`config.mk`:
```
export PLATFORM = sky130hd
export DESIGN_NAME = loong_mix_layer
export DESIGN_NICKNAME = d
export VERILOG_FILES = /design/src/rtl/loong_mix_pkg.sv /design/src/rtl/loong_gf_mul.sv /design/src/rtl/loong_mix_layer.sv
export SDC_FILE = /design/constraint.sdc
export NUM_CORES = 1
export LEC_CHECK = 0
export ABC_CLOCK_PERIOD_IN_PS = 3500
export BUFFER_PORTS_ARGS = -buffer_cell sky130_fd_sc_hd__buf_2
export CAP_MARGIN = 10
export CORE_MARGIN = 2
export CORE_UTILIZATION = 56
export DETAILED_ROUTE_END_ITERATION = 8
export PLACE_DENSITY = 0.89
export SYNTH_ARGS = -nofsm -noshare
export SYNTH_HDL_FRONTEND = slang
export SYNTH_SLANG_ARGS = --single-unit
export TNS_END_PERCENT = 30
```
`constraint.sdc`:
```
create_clock -name clock -period 3.5 [get_ports clock]
set_input_delay 0.35 -clock clock [delete_from_list [all_inputs] [get_ports clock]]
set_output_delay 0.35 -clock clock [all_outputs]
set_load 0.01 [all_outputs]
```
`src/rtl/loong_mix_pkg.sv`:
```
// Shared types, defaults and cell-index helpers for the LOONG mix layer.
package loong_mix_pkg;

  typedef enum logic [1:0] {IDLE, CALC, HOLD} mix_state_e;

  localparam int unsigned CELLS    = 16;
  localparam int unsigned DEF_W    = 4;
  localparam logic [3:0]  DEF_POLY = 4'h3;
  localparam logic [15:0] DEF_COEF = {4'd13, 4'd9, 4'd4, 4'd1};

  typedef logic [3:0] cell_idx_t;
  typedef logic [1:0] cell_pos_t;

  function automatic cell_idx_t cell_idx(input cell_pos_t r, input cell_pos_t c);
    return {r, c};
  endfunction

  function automatic cell_pos_t cell_row(input cell_idx_t i);
    return i[3:2];
  endfunction

  function automatic cell_pos_t cell_col(input cell_idx_t i);
    return i[1:0];
  endfunction

endpackage

```
`src/rtl/loong_gf_mul.sv`:
```
// Combinational GF(2^W) multiplier: MSB-first shift-and-add with POLY reduction.
module loong_gf_mul
  import loong_mix_pkg::*;
#(
  parameter int unsigned  W    = DEF_W,
  parameter logic [W-1:0] POLY = W'(DEF_POLY)
) (
  input  logic [W-1:0] a,
  input  logic [W-1:0] b,
  output logic [W-1:0] p
);

  always_comb begin
    logic [W-1:0] acc;
    acc = '0;
    for (int i = int'(W) - 1; i >= 0; i--) begin
      acc = {acc[W-2:0], 1'b0} ^ (acc[W-1] ? POLY : '0);
      if (b[i]) acc = acc ^ a;
    end
    p = acc;
  end

endmodule

```
`src/rtl/loong_mix_layer.sv`:
```
// Iterative 4x4 mix layer over GF(2^W), LANES output cells per cycle.
// Column mixing is built only when LOONG_MIX_COL_EN is defined; otherwise in_col is ignored.
module loong_mix_layer
  import loong_mix_pkg::*;
#(
  parameter int unsigned    W     = DEF_W,
  parameter logic [W-1:0]   POLY  = W'(DEF_POLY),
  parameter logic [4*W-1:0] COEF  = (4*W)'(DEF_COEF),
  parameter int unsigned    LANES = 1
) (
  input  logic            clock,
  input  logic            rst,
  input  logic            in_valid,
  output logic            in_ready,
  input  logic            in_col,
  input  logic [16*W-1:0] in_state,
  output logic            out_valid,
  input  logic            out_ready,
  output logic [16*W-1:0] out_state
);

  typedef logic [W-1:0] cell_t;

  localparam logic [4:0] LAST_IDX = 5'(CELLS - LANES);
  localparam logic [4:0] STEP     = 5'(LANES);

  mix_state_e      state_q, state_d;
  logic [16*W-1:0] buf_q;
  logic [4:0]      idx_q;
  logic            accept;
  logic            col_q;
  cell_t           res      [LANES];
  cell_idx_t       lane_idx [LANES];

  always_comb begin
    state_d   = state_q;
    in_ready  = 1'b0;
    out_valid = 1'b0;
    unique case (state_q)
      IDLE: begin
        in_ready = 1'b1;
        if (in_valid) state_d = CALC;
      end
      CALC: begin
        if (idx_q == LAST_IDX) state_d = HOLD;
      end
      HOLD: begin
        out_valid = 1'b1;
        in_ready  = out_ready;
        if (out_ready) state_d = in_valid ? CALC : IDLE;
      end
      default: state_d = IDLE;
    endcase
  end

  assign accept = in_valid && in_ready;

  always_ff @(posedge clock or negedge rst) begin
    if (!rst) state_q <= IDLE;
    else      state_q <= state_d;
  end

  // Capture stage: the buffer decouples the producer from the iterative datapath
  always_ff @(posedge clock or negedge rst) begin
    if (!rst) begin
      buf_q <= '0;
      idx_q <= '0;
    end else if (accept) begin
      buf_q <= in_state;
      idx_q <= '0;
    end else if (state_q == CALC) begin
      idx_q <= idx_q + STEP;
    end
  end

`ifdef LOONG_MIX_COL_EN
  always_ff @(posedge clock or negedge rst) begin
    if (!rst)        col_q <= 1'b0;
    else if (accept) col_q <= in_col;
  end
`else
  logic unused_in_col;
  assign unused_in_col = in_col;
  assign col_q         = 1'b0;
`endif

  // Compute stage: each lane forms one output cell from four GF products
  for (genvar k = 0; k < LANES; k++) begin : g_lane
    cell_pos_t r, c;
    cell_t     prod [4];

    assign lane_idx[k] = idx_q[3:0] + cell_idx_t'(k);
    assign r           = cell_row(lane_idx[k]);
    assign c           = cell_col(lane_idx[k]);

    for (genvar l = 0; l < 4; l++) begin : g_term
      localparam cell_pos_t LP = cell_pos_t'(l);
      cell_t op_a, op_b;

      always_comb begin
        op_a = buf_q[cell_idx(r, LP)*W +: W];
        op_b = COEF[(LP ^ c)*W +: W];
`ifdef LOONG_MIX_COL_EN
        if (col_q) begin
          op_a = COEF[(r ^ LP)*W +: W];
          op_b = buf_q[cell_idx(LP, c)*W +: W];
        end
`endif
      end

      loong_gf_mul #(.W(W), .POLY(POLY)) u_mul (
        .a(op_a),
        .b(op_b),
        .p(prod[l])
      );
    end

    assign res[k] = prod[0] ^ prod[1] ^ prod[2] ^ prod[3];
  end

  // Output stage: result cells land in raster order and hold through HOLD
  always_ff @(posedge clock or negedge rst) begin
    if (!rst) begin
      out_state <= '0;
    end else if (state_q == CALC) begin
      for (int k = 0; k < int'(LANES); k++) begin
        out_state[lane_idx[k]*W +: W] <= res[k];
      end
    end
  end

endmodule

```
# --- After elaboration in Yosys (flattened, before gate mapping) ---
# Index checks and enable logic that the tools add are counted.
word_totals:
  regBits: 135
  inputBits: 69
  output_inout_bits: 66
  wordCells: 94
op_classes:
  addsub: 2
  n_eq_ne: 6
  shift: 10
  mux: 38
  bitwise: 30
  reduce_logical: 4
ops:
  columns: ["cell", "count"]
  rows:
  - ["$shiftx 64x7->4", 4]
  - ["$xor 4x4->4", 27]
  - ["$bwmux 64", 1]
  - ["$mux 4", 16]
  - ["$shift 4x34->64 const A", 1]
  - ["$shiftx 16x5->4 const A", 4]
  - ["$shiftx 4x34->64", 1]
  - ["$neg 6->34", 1]
  - ["$mux 2", 15]
  - ["$mux 5", 2]
  - ["$ne 2x2->1 const B", 3]
  - ["$pmux 2 s3", 1]
  - ["$add 5x1->5 const B", 1]
  - ["$eq 5x4->1 const B", 1]
  - ["$reduce_and 3->1", 1]
  - ["$eq 2x1->1 const B", 1]
  - ["$eq 2x2->1 const B", 1]
  - ["$logic_not 2->1", 1]
  - ["$mux 1", 2]
  - ["$not 1->1", 2]
  - ["$not 2->2", 1]
  - ["$pmux 1 s2", 1]
  - ["$reduce_bool 2->1", 1]
  - ["$logic_and 1x1->1", 1]

# --- Longest topological paths before layout ---
# Gate-level depths: netlist of run 1.
logic_depth:
  word_depth: 20
  mapped_depth: 11
  ltp_nobuf: 9

# --- Hierarchy ---
# From an unflattened synthesis of run 1, not the netlist that was laid out.
unflattened:
  hier_cells: 507
  area_unflattened_um2: 6877.8
by_module_without_submodules:
  columns: ["module", "instances", "cells_per_inst", "area_per_inst_um2", "seq_area_each_um2"]
  rows:
  - ["loong_mix_layer", 1, 399, 6027.0, 3378.2]
  - ["loong_gf_mul", 4, 27, 212.7, 0.0]

# --- Worst setup path after synthesis of run 1 ---
# No wires, ideal clock.
synth_timing:
  path_type: "reg2reg"
  start: "register idx_q[2]"
  end: "register out_state[39]"
  setup_ps: 96
  t_arrival_ps: 2352
  required_time_ps: 3404
  setup_slack_ps: 1052
  stages_incl_launch_ff: 10
  n_path_buf: 4
  period_less_slack_ps: 2448
  path_cell_list: "dfrtp_1 buf_6 buf_12 buf_4 buf_2 nor3_1 ha_1 nor3_1 nand2_1 o31ai_1"
synth_via:
  elab_chain_len: 17
  word_cells_on_any_way: 63
  classes_between: "add/sub (1); shift (6); mux (29); bitwise (27)"
synth_rtl:
  columns: ["element", "line_no", "rtl"]
  rows:
  - ["start, declared", "loong_mix_layer.sv:29", "logic [4:0] idx_q;"]
  - ["start signal, assigned", "loong_mix_layer.sv:72", "idx_q <= idx_q + STEP;"]
  - ["$shiftx 64x7->4", "loong_mix_layer.sv:101", "op_a = buf_q[cell_idx(r, LP)*W +: W];"]
  - ["$mux 4", "loong_gf_mul.sv:18", "if (b[i]) acc = acc ^ a;"]
  - ["$xor 4x4->4 / $mux 2 (equally long branches)", "loong_gf_mul.sv:17", "acc = {acc[W-2:0], 1'b0} ^ (acc[W-1] ? POLY : '0);"]
  - ["$xor 4x4->4, on equally long branches", "loong_gf_mul.sv:18, loong_gf_mul.sv:17", null]
  - ["$mux 4 / $xor 4x4->4 (equally long branches)", "loong_gf_mul.sv:18", null]
  - ["$xor 4x4->4 (tied with other cells)", "loong_gf_mul.sv:17", null]
  - ["$xor 4x4->4, on equally long branches", "loong_gf_mul.sv:18, loong_gf_mul.sv:17", null]
  - ["$mux 4 / $xor 4x4->4 (equally long branches)", "loong_gf_mul.sv:18", null]
  - ["$mux 2 / $mux 4 (equally long branches)", "loong_gf_mul.sv:17, loong_gf_mul.sv:18", null]
  - ["$xor 4x4->4", "loong_gf_mul.sv:17", null]
  - ["$xor 4x4->4", "loong_gf_mul.sv:18", null]
  - ["$mux 4", "loong_gf_mul.sv:18", null]
  - ["$xor 4x4->4 (3 in a row)", "loong_mix_layer.sv:118", "assign res[k] = prod[0] ^ prod[1] ^ prod[2] ^ prod[3];"]
  - ["$shiftx 4x34->64", "loong_mix_layer.sv:127", "out_state[lane_idx[k]*W +: W] <= res[k];"]
  - ["$bwmux 64 (*)", "loong_mix_layer.sv:127", null]
  - ["end signal, assigned by index", "loong_mix_layer.sv:127", null]
  - ["end, declared", "loong_mix_layer.sv:19", "output logic [16*W-1:0] out_state"]
# Mark *: on every way between the ends. The rest lies on a longest branch, timed or not.
# A chain may end at the register's enable or synchronous reset.

# --- Final worst setup path of run 1 ---
layout_timing:
  start: "register idx_q[2]"
  end: "register out_state[58]"
# Same word-level chain as after synthesis.

==> results of run 1 <==
routing by layer:
metal  vias up  global-route usage
li1       2254                   -
met1      2468               0.311
met2       199               0.450
met3        20              0.0561
met4         0              0.0894
met5         -                   0
area by class of cell:
cell class                      instances  area [um^2]
Inverter                                5         18.8
Clock buffer                           17          425
Multi-Input combinational cell        397         3310
Sequential cell                       135         3380
Timing Repair Buffer                  147          788
Tap cell                              147          184
Fill cell                             841         3640
Clock inverter                         14          220
worst max-delay path: stages (launching register included):
cell     delay, ps
dfrtp_1        530
buf_4          330
mux4_1         590
mux2i_1        230
xnor3_1        260
xnor2_1        190
xnor3_1        370
buf_4          230
o21ai_0        210
Yosys cell counts, types with 4 or more instances:
| library cell | instances | area share |
|---|---|---|
| clkbuf_1 | 12 | 0.0066 |
| dfrtp_1 | 135 | 0.49 |
| ha_1 | 9 | 0.016 |
| mux2_2 | 64 | 0.11 |
| mux2i_1 | 7 | 0.010 |
| mux4_1 | 11 | 0.042 |
| mux4_2 | 18 | 0.059 |
| nand2_1 | 95 | 0.052 |
| nand2b_1 | 7 | 0.0064 |
| nand3_1 | 10 | 0.0073 |
| nor2_1 | 9 | 0.0049 |
| nor2b_1 | 11 | 0.010 |
| nor3_1 | 6 | 0.0044 |
| o21ai_0 | 33 | 0.024 |
| o21ai_1 | 22 | 0.016 |
| o21ai_2 | 10 | 0.013 |
| o31ai_1 | 4 | 0.0044 |
| xnor2_1 | 50 | 0.064 |
| xor2_1 | 12 | 0.015 |
final timing paths:
kind                            endpoint  slack [ps]  cells past startpoint
setup / recovery           out_state[58]         450                      8
hold / removal                  buf_q[9]         150                      2
setup reg to reg           out_state[58]         450                      8
hold reg to reg             out_state[3]         480                      2
max in group asynchronous       idx_q[3]        2130                      3
min in group asynchronous   out_state[6]         500                      2
per-stage QoR:
stage | utilization | std cells | hold slack, ps | worst slack (ps)
detailed placement | 0.641 | 830 | 422 | 526
finish | 0.696 | 862 | 155 | 449
CTS | 0.696 | 862 | 152 | 436
floorplan | - | 560 | 54.4 | 1050
global placement | 0.641 | 830 | 409 | 629
global route | 0.696 | 862 | 154 | 303
sequential cells by signal (all words and copies together), names as in the netlist:
| register | cells |
|---|---|
| buf_q | 64 |
| idx_q | 5 |
| out_state | 64 |
| state_q | 2 |
what timing repair did:
action	CTS	global route
endpoints found under the hold margin	52	0
setup endpoints to repair	0	0
hold buffers	1	0
logic make-up (layout without fill, tap and decap cells):
group                      Yosys count  count (layout)  synth area share
DFF                                135             135             0.494
xor gates and xnor gates            66              66            0.0917
adders and majority gates            9               9            0.0165
AOI/OAI and AO/OA                   76              76            0.0644
and+or+nand+nor                    146             146            0.0941
buffers and inverters               28             183            0.0216
muxes                              100             100             0.217
==> metrics.md, run 1 <==
| Metric | Value |
|---|---|
| Setup bufs post-CTS | `0` |
| Status | `complete, no violations` |
| Setup TNS | `0 ps` |
| Die area | `0.0131 mm^2` |
| Residual DRC count | `0` |
| Tmin final | `about 3100 ps` |
| GP Congestion | `0.914` |
| Hold Violations, Final | `0` |
| Global-route wire length before repair | `25.7 mm` |
| DR top layer | `met4` |
| Row count | `40` |
| Fraction of registers with async set/reset | `1.00` |
| MaxCap Viol Count | `0` |
| Ys Warns | `0` |
| H-tree Lvls | `4` |
| Post-synthesis average cell area | `between 10 and 15 um^2` |
| Vias per inst | `between 5 and 6` |
| Final Skew | `6.98 ps` |
| Crit path max fanout | `16` |
| CTS clk-pin slew, worst paths | `around 60 ps` |
| Slew headroom | `0.485` |
| Fmax | `328 MHz` |
| Io pins | `about 140` |
| Most frequent cells in the layout | `135 x dfrtp_1, 132 x buf_2, 95 x nand2_1, 64 x mux2_2, 50 x xnor2_1` |
| Core ar. | `between 0.01 and 0.015 mm^2` |
| Final net count | `781` |
| Worst EP arrival | `about 3400 ps` |
| Gr ovfl total | `0` |
| Post-synth EDFFs | `0` |
| HP Class | `primary input to register` |
| Synth unique cells | `40` |
| WL met3 | `877 um` |
| Worst-margin pin slew | `~760 ps` |
| Final Max Slew Viols | `0` |
| Horiz. Die Dim | `114 um` |
| Crit path launch type | `register` |
| Clock sink count | `135` |
| Layout cells sized above 1 | `0.383` |
| Clock root buffer | `clkbuf_16` |
| Synth Net Count | `638` |
| Via count | `slightly below 5,000` |
| TritonCTS Buffers | `17` |
| Post-CTS Resized | `0` |
| Worst Setup Path Type | `register to register` |
| WL met2 | `8.21 mm` |
| Commonest non-fill, non-tap cell in the layout | `dfrtp_1` |
| Post-DP HPWL | `11.0 mm` |
| CTS max path bufs | `2` |
| Top FF cell, synth | `dfrtp_1` |
| Vias in the first global route | `5,157` |
| Setup crit start | `idx_q[2]` |
| Final instance area | `0.00832 mm^2` |
| Drt total wl | `15.7 mm` |
| Min-Delay Startpoint | `in_state[9]` |
| Area grow syn2layout | `21.8%` |
| Synth Register Bits | `135` |
| Tcrit/Tclk final | `0.872` |
| Initial DRC count | `around 560` |
| M1 wire length | `6.39 mm` |
| Critical R2R Launch | `idx_q[2]` |
| Mapped Cells | `560` |
| GRT Overall Usage | `0.255` |
| Req. time, crit path | `3820 ps` |
| Die height | `114 um` |
| Wire per inst | `18.2 um` |
| Drt pass-1 iters | `5` |
| Post-Syn Area | `0.00683 mm^2` |
| Antenna violations before repair | `0` |
| CTS tree | `done` |
| Pin count of the biggest net entering global routing | `84` |
| RSZ-0062 raised after global routing | `false` |
| Ant. Diodes | `0` |
| Setup-failing EPs final | `0` |
| Starting Density | `0.571` |
| Dpl cell area | `0.00767 mm^2` |
| Seq/Total Area, Yosys | `0.494` |
| Antenna Nets Post-Route | `0` |
| Port Buffer Count | `133` |
| Worst setup EP type | `register` |
| Clk Latency, worst-skew pair | `420 ps` |
Power of run 1 is not shown: default switching activity piles up to over one toggle a cycle in this logic, so the estimate is an artifact.
==> run 2: changes to the inputs <==
--- a/config.mk
+++ b/config.mk
@@ -5,13 +5,13 @@
 export SDC_FILE = /design/constraint.sdc
 export NUM_CORES = 1
 export LEC_CHECK = 0
-export ABC_CLOCK_PERIOD_IN_PS = 3500
+export ABC_CLOCK_PERIOD_IN_PS = 3800
 export BUFFER_PORTS_ARGS = -buffer_cell sky130_fd_sc_hd__buf_2
 export CAP_MARGIN = 10
 export CORE_MARGIN = 2
-export CORE_UTILIZATION = 56
+export CORE_UTILIZATION = 60
 export DETAILED_ROUTE_END_ITERATION = 8
-export PLACE_DENSITY = 0.89
+export PLACE_DENSITY = 0.94
 export SYNTH_ARGS = -nofsm -noshare
 export SYNTH_HDL_FRONTEND = slang
 export SYNTH_SLANG_ARGS = --single-unit
==> constraint.sdc (replaced) <==
create_clock -name clock -period 3.8 [get_ports clock]
set_input_delay 0.38 -clock clock [delete_from_list [all_inputs] [get_ports clock]]
set_output_delay 0.38 -clock clock [all_outputs]
set_load 0.01 [all_outputs]
==> run 2 against run 1 <==
Clock-buffer cell count did not move. Utilization increased by 5.2 points. Largest cell class unchanged. Maximum frequency down 6.6%. Register-to-register slack better by 80 ps.
==> metrics.md, run 2 (synthesized netlist as in run 1, its figures left out) <==
| Metric | Value |
|---|---|
| Status | `complete, no violations` |
| Initial DRC count | `599` |
| Worst-margin pin slew | `849 ps` |
| Setup TNS | `0 ps` |
| Commonest non-fill, non-tap cell in the layout | `dfrtp_1` |
| Row count | `38` |
| Antenna Nets Post-Route | `0` |
| Hold Violations, Final | `0` |
| Setup-failing EPs final | `0` |
| Clock sink count | `135` |
| R2r worst-path depth | `8` |
| Post-layout util | `0.748` |
| Worst stage delay on the critical path | `~710 ps` |
| Slew headroom | `0.434` |
| Cell Chain, Critical Path | `buf_4, mux4_1, nor2b_1, xnor2_1, xnor2_1, xnor3_1, nand2b_4, o21ai_1` |
| Req. time, crit path | `4090 ps` |
| MaxCap Viol Count | `0` |
| Most Frequent Cell on Critical Path | `xnor2_1` |
| GP Congestion | `roughly 0.9` |
| Crit path launch type | `register` |
| RSZ-0062 raised after global routing | `false` |
| Antenna violations before repair | `0` |
| CTS clk-pin slew, worst paths | `60 ps` |
| Final Max Slew Viols | `0` |
| Tcrit/Tclk final | `0.860` |
| Setup bufs post-CTS | `0` |
| Gr ovfl total | `0` |
| CTS max path bufs | `2` |
| GRT Overall Usage | `0.273` |
| Crit path max fanout | `13` |
| Post-DP HPWL | `11.0 mm` |
| Pin count of the biggest net entering global routing | `73` |
| Io pins | `135` |
| Final net count | `777` |
| CTS tree | `done` |
| Delay-heaviest family, CP | `XOR/XNOR gates` |
| Most frequent cells in the layout | `135 x dfrtp_1, 132 x buf_2, 95 x nand2_1, 64 x mux2_2, 50 x xnor2_1` |
| Worst Setup Slack, final | `533 ps` |
| Die height | `111 um` |
| Die area | `around 0.012 mm^2` |
| Drt pass-1 iters | `7` |
| Starting Density | `0.622` |
| CP bufs+invs | `1` |
| Via count | `4,988` |
| Clk Latency, worst-skew pair | `approximately 420 ps` |
| Vias per inst | `5.85` |
| Vias in the first global route | `~5,300` |
| DP Worst Slack | `633 ps` |
| Residual DRC count | `0` |
| Worst EP arrival | `about 3600 ps` |
| H-tree Lvls | `4` |
| FF-to-FF End | `out_state[54]` |
| Global-route wire length before repair | `26.6 mm` |
| Ant. Diodes | `0` |
| Drt total wl | `15.9 mm` |
| Wire per inst | `18.7 um` |
| Clock root buffer | `clkbuf_16` |
| Largest registers | `buf_q: 64 flops, out_state: 64 flops, idx_q: 5 flops` |
| Worst setup EP type | `register` |
| HP Class | `primary input to async pin` |
| Tmin final | `3270 ps` |
| CTS Hold Buffers Added | `0` |
| Area grow syn2layout | `20.2%` |
| Fmax | `a little over 300 MHz` |
| Post-CTS Resized | `0` |
| FF-to-FF setup slack | `~530 ps` |
| Port Buffer Count | `133` |
| Final Skew | `11.0 ps` |
| Horiz. Die Dim | `111 um` |
| Critical path depth | `8` |
| Layout cells sized above 1 | `0.382` |
| TritonCTS Buffers | `17` |
| Slowest CP cell | `xnor3_1` |
| Core ar. | `0.0110 mm^2` |
| Worst Setup Path Type | `register to register` |
| Critical R2R Launch | `idx_q[2]` |
[run 2: cell types whose count changed in the layout (fill, tap and decap cells not counted), sizes merged]
cell / before / now
buf: 146 / 143
inv: 8 / 5
bufinv: 5 / 2
dlygate4sd3: 1 / 0
clkinvlp: 1 / 3
clkinv: 5 / 10
[run 2: worst register-to-register path, delay by kind of cell (launching register included)]
family | cells | cell delay [ps]
multiplexers | 1 | 640
flip-flops | 1 | 590
XOR/XNOR | 3 | 1060
AND/OR/NAND/NOR | 2 | 450
AO/OA/AOI/OAI | 1 | 70
buffers and inverters | 1 | 320
[run 2: routing by layer]
metal | up-vias | global-route usage | wire length [um]
li1 | 2254 | - | -
met1 | 2459 | 0.347 | 6440
met2 | 247 | 0.465 | 8080
met3 | 28 | 0.0563 | 1080
met4 | 0 | 0.103 | 297
met5 | - | 0 | 0
[run 2: metrics by stage]
| step | hold slack, ps | instances | cell area [um^2] |
|---|---|---|---|
| 2_1_floorplan | 84.4 | 560 | 6830 |
| 3_3_place_gp | 455 | 820 | 7640 |
| 3_5_place_dp | 465 | 820 | 7640 |
| 4_1_cts | 74.8 | 852 | 8220 |
| 5_1_grt | 120 | 852 | 8220 |
| 6_report | 59.2 | 852 | 8220 |
[run 2: worst max path at each step]
stage	from	end	slack (ps)
2_1_floorplan	idx_q[2]	out_state[39]	1350
3_3_place_gp	idx_q[2]	out_state[22]	750
3_5_place_dp	idx_q[0]	out_state[54]	630
4_1_cts	idx_q[2]	out_state[54]	590
5_1_grt	idx_q[0]	out_state[54]	360
6_report	idx_q[2]	out_state[54]	530
[run 2: area by class of cell]
type	instances	area, um^2
inverters	5	18.8
flip-flops and latches	135	3380
clock buffers	17	425
clock inverters	15	155
fillers	708	2770
well taps	140	175
multi-input cells	397	3310
repair buffers	143	756
Power of run 2 is left out for the same reason.
==> run 3: changes to the inputs <==
--- a/config.mk
+++ b/config.mk
@@ -9,9 +9,9 @@
 export BUFFER_PORTS_ARGS = -buffer_cell sky130_fd_sc_hd__buf_2
 export CAP_MARGIN = 10
 export CORE_MARGIN = 2
-export CORE_UTILIZATION = 60
+export CORE_UTILIZATION = 40
 export DETAILED_ROUTE_END_ITERATION = 8
-export PLACE_DENSITY = 0.94
+export PLACE_DENSITY = 0.69
 export SYNTH_ARGS = -nofsm -noshare
 export SYNTH_HDL_FRONTEND = slang
 export SYNTH_SLANG_ARGS = --single-unit
==> run 3 against run 2 <==
Utilization fell by 25 points. Final cell count rose by 9.4%. Highest routed layer unchanged. Non-clock buffer count did not move. Register-to-register slack got worse by 70 ps. Worst setup slack got worse by 71 ps.
==> metrics.md, run 3 (synthesized netlist as in run 1, its figures left out) <==
| Metric | Value |
|---|---|
| Status | `complete, no violations` |
| Worst EP arrival | `3640 ps` |
| Layout cells sized above 1 | `0.381` |
| Post-CTS Resized | `0` |
| HP Class | `primary input to async pin` |
| Gr ovfl total | `0` |
| Commonest non-fill, non-tap cell in the layout | `dfrtp_1` |
| Die area | `around 0.018 mm^2` |
| CTS max path bufs | `2` |
| Hold Violations, Final | `0` |
| Setup TNS | `0 ps` |
| Clock sink count | `135` |
| GP Congestion | `0.793` |
| Starting Density | `0.411` |
| Port Buffer Count | `around 130` |
| CTS tree | `done` |
| Worst setup EP type | `register` |
| Worst-margin pin slew | `~800 ps` |
| Final net count | `777` |
| Antenna Nets Post-Route | `0` |
| Row count | `47` |
| Initial DRC count | `242` |
| TritonCTS Buffers | `17` |
| MaxCap Viol Count | `0` |
| Slew headroom | `0.459` |
| Pin count of the biggest net entering global routing | `74` |
| Post-DP HPWL | `around 12 mm` |
| Antenna violations before repair | `0` |
| Drt total wl | `15.7 mm` |
| RSZ-0062 raised after global routing | `false` |
| Tcrit/Tclk final | `0.878` |
| Req. time, crit path | `a little over 4000 ps` |
| Most Frequent Cell on Critical Path | `xnor2_1` |
| Most frequent cells in the layout | `134 x dfrtp_1, 132 x buf_2, 95 x nand2_1, 64 x mux2_2, 50 x xnor2_1` |
| Final Skew | `approximately 10 ps` |
| Worst stage delay on the critical path | `800 ps` |
| Io pins | `135` |
| Setup-failing EPs final | `0` |
| Tmin final | `3340 ps` |
| Wire per inst | `approximately 17 um` |
| Horiz. Die Dim | `135 um` |
| Slowest CP cell | `dfrtp_2` |
| Cell Chain, Critical Path | `buf_4, mux4_2, mux2i_1, xnor2_1, xnor2_1, xnor3_1, nand2b_4, o21ai_1` |
| Crit path launch type | `register` |
| Fmax | `300 MHz` |
| Largest registers | `buf_q: 64 flops, out_state: 64 flops, idx_q: 5 flops` |
| Worst Setup Path Type | `register to register` |
| Clock root buffer | `clkbuf_16` |
| Vias per inst | `5.13` |
| Drt pass-1 iters | `4` |
| Crit path max fanout | `28` |
| GRT Overall Usage | `0.184` |
| Ant. Diodes | `0` |
| Area grow syn2layout | `22.1%` |
| Residual DRC count | `0` |
| Clk Latency, worst-skew pair | `about 430 ps` |
| Core ar. | `0.0166 mm^2` |
| CTS clk-pin slew, worst paths | `60 ps` |
| H-tree Lvls | `4` |
| Vias in the first global route | `4,926` |
| Final Max Slew Viols | `0` |
| Die height | `around 130 um` |
| Via count | `between 4,000 and 5,000` |
| Global-route wire length before repair | `25.4 mm` |
| CTS Hold Buffers Added | `0` |
| Setup bufs post-CTS | `0` |
-- run 3: through the flow --
step                      utilization  cell area, um^2  hold slack (ps)  std cells  setup WS (ps)
after floorplan                     -             6830             84.4        560           1350
after global placement          0.465             7740              456        900            493
after detailed placement        0.465             7740              466        900            449
after CTS                       0.501             8340             62.5        932            434
after global routing            0.501             8340              108        932            335
final                           0.501             8340             41.9        932            463
-- run 3: critical path: cells and delay by family, from the launching register on --
family	cells	cell delay, ps
DFF	1	800
muxes	2	760
AOI/OAI and AO/OA	1	70
buffers and inverters	1	300
xor gates and xnor gates	3	990
and+or+nand+nor	1	270
-- run 3: area by class of cell --
| class | instances | area, um^2 |
|---|---|---|
| clock buffer | 19 | 433 |
| clock inverter | 13 | 171 |
| fill | 1453 | 8300 |
| inverter | 5 | 18.8 |
| multi-input combinational | 397 | 3310 |
| sequential | 135 | 3380 |
| tap | 220 | 275 |
| timing repair buffer | 143 | 756 |
-- run 3: final timing paths --
| kind | from | end | slack (ps) | cells past startpoint |
|---|---|---|---|---|
| max reg2reg | idx_q[2] | out_state[22] | 460 | 8 |
| min reg2reg | out_state[1] | out_state[1] | 480 | 2 |
| min in group clock | in_state[1] | buf_q[1] | 180 | 2 |
| max | idx_q[2] | out_state[22] | 460 | 8 |
| max in group asynchronous | rst | idx_q[2] | 2920 | 2 |
| min | rst | out_state[53] | 40 | 1 |
-- run 3: metal layers --
metal	share of wire	track usage
met5	0	0
met4	0.017	0.0749
met3	0.051	0.0394
met2	0.50	0.313
met1	0.43	0.229
Power of run 3 is left out for the same reason.
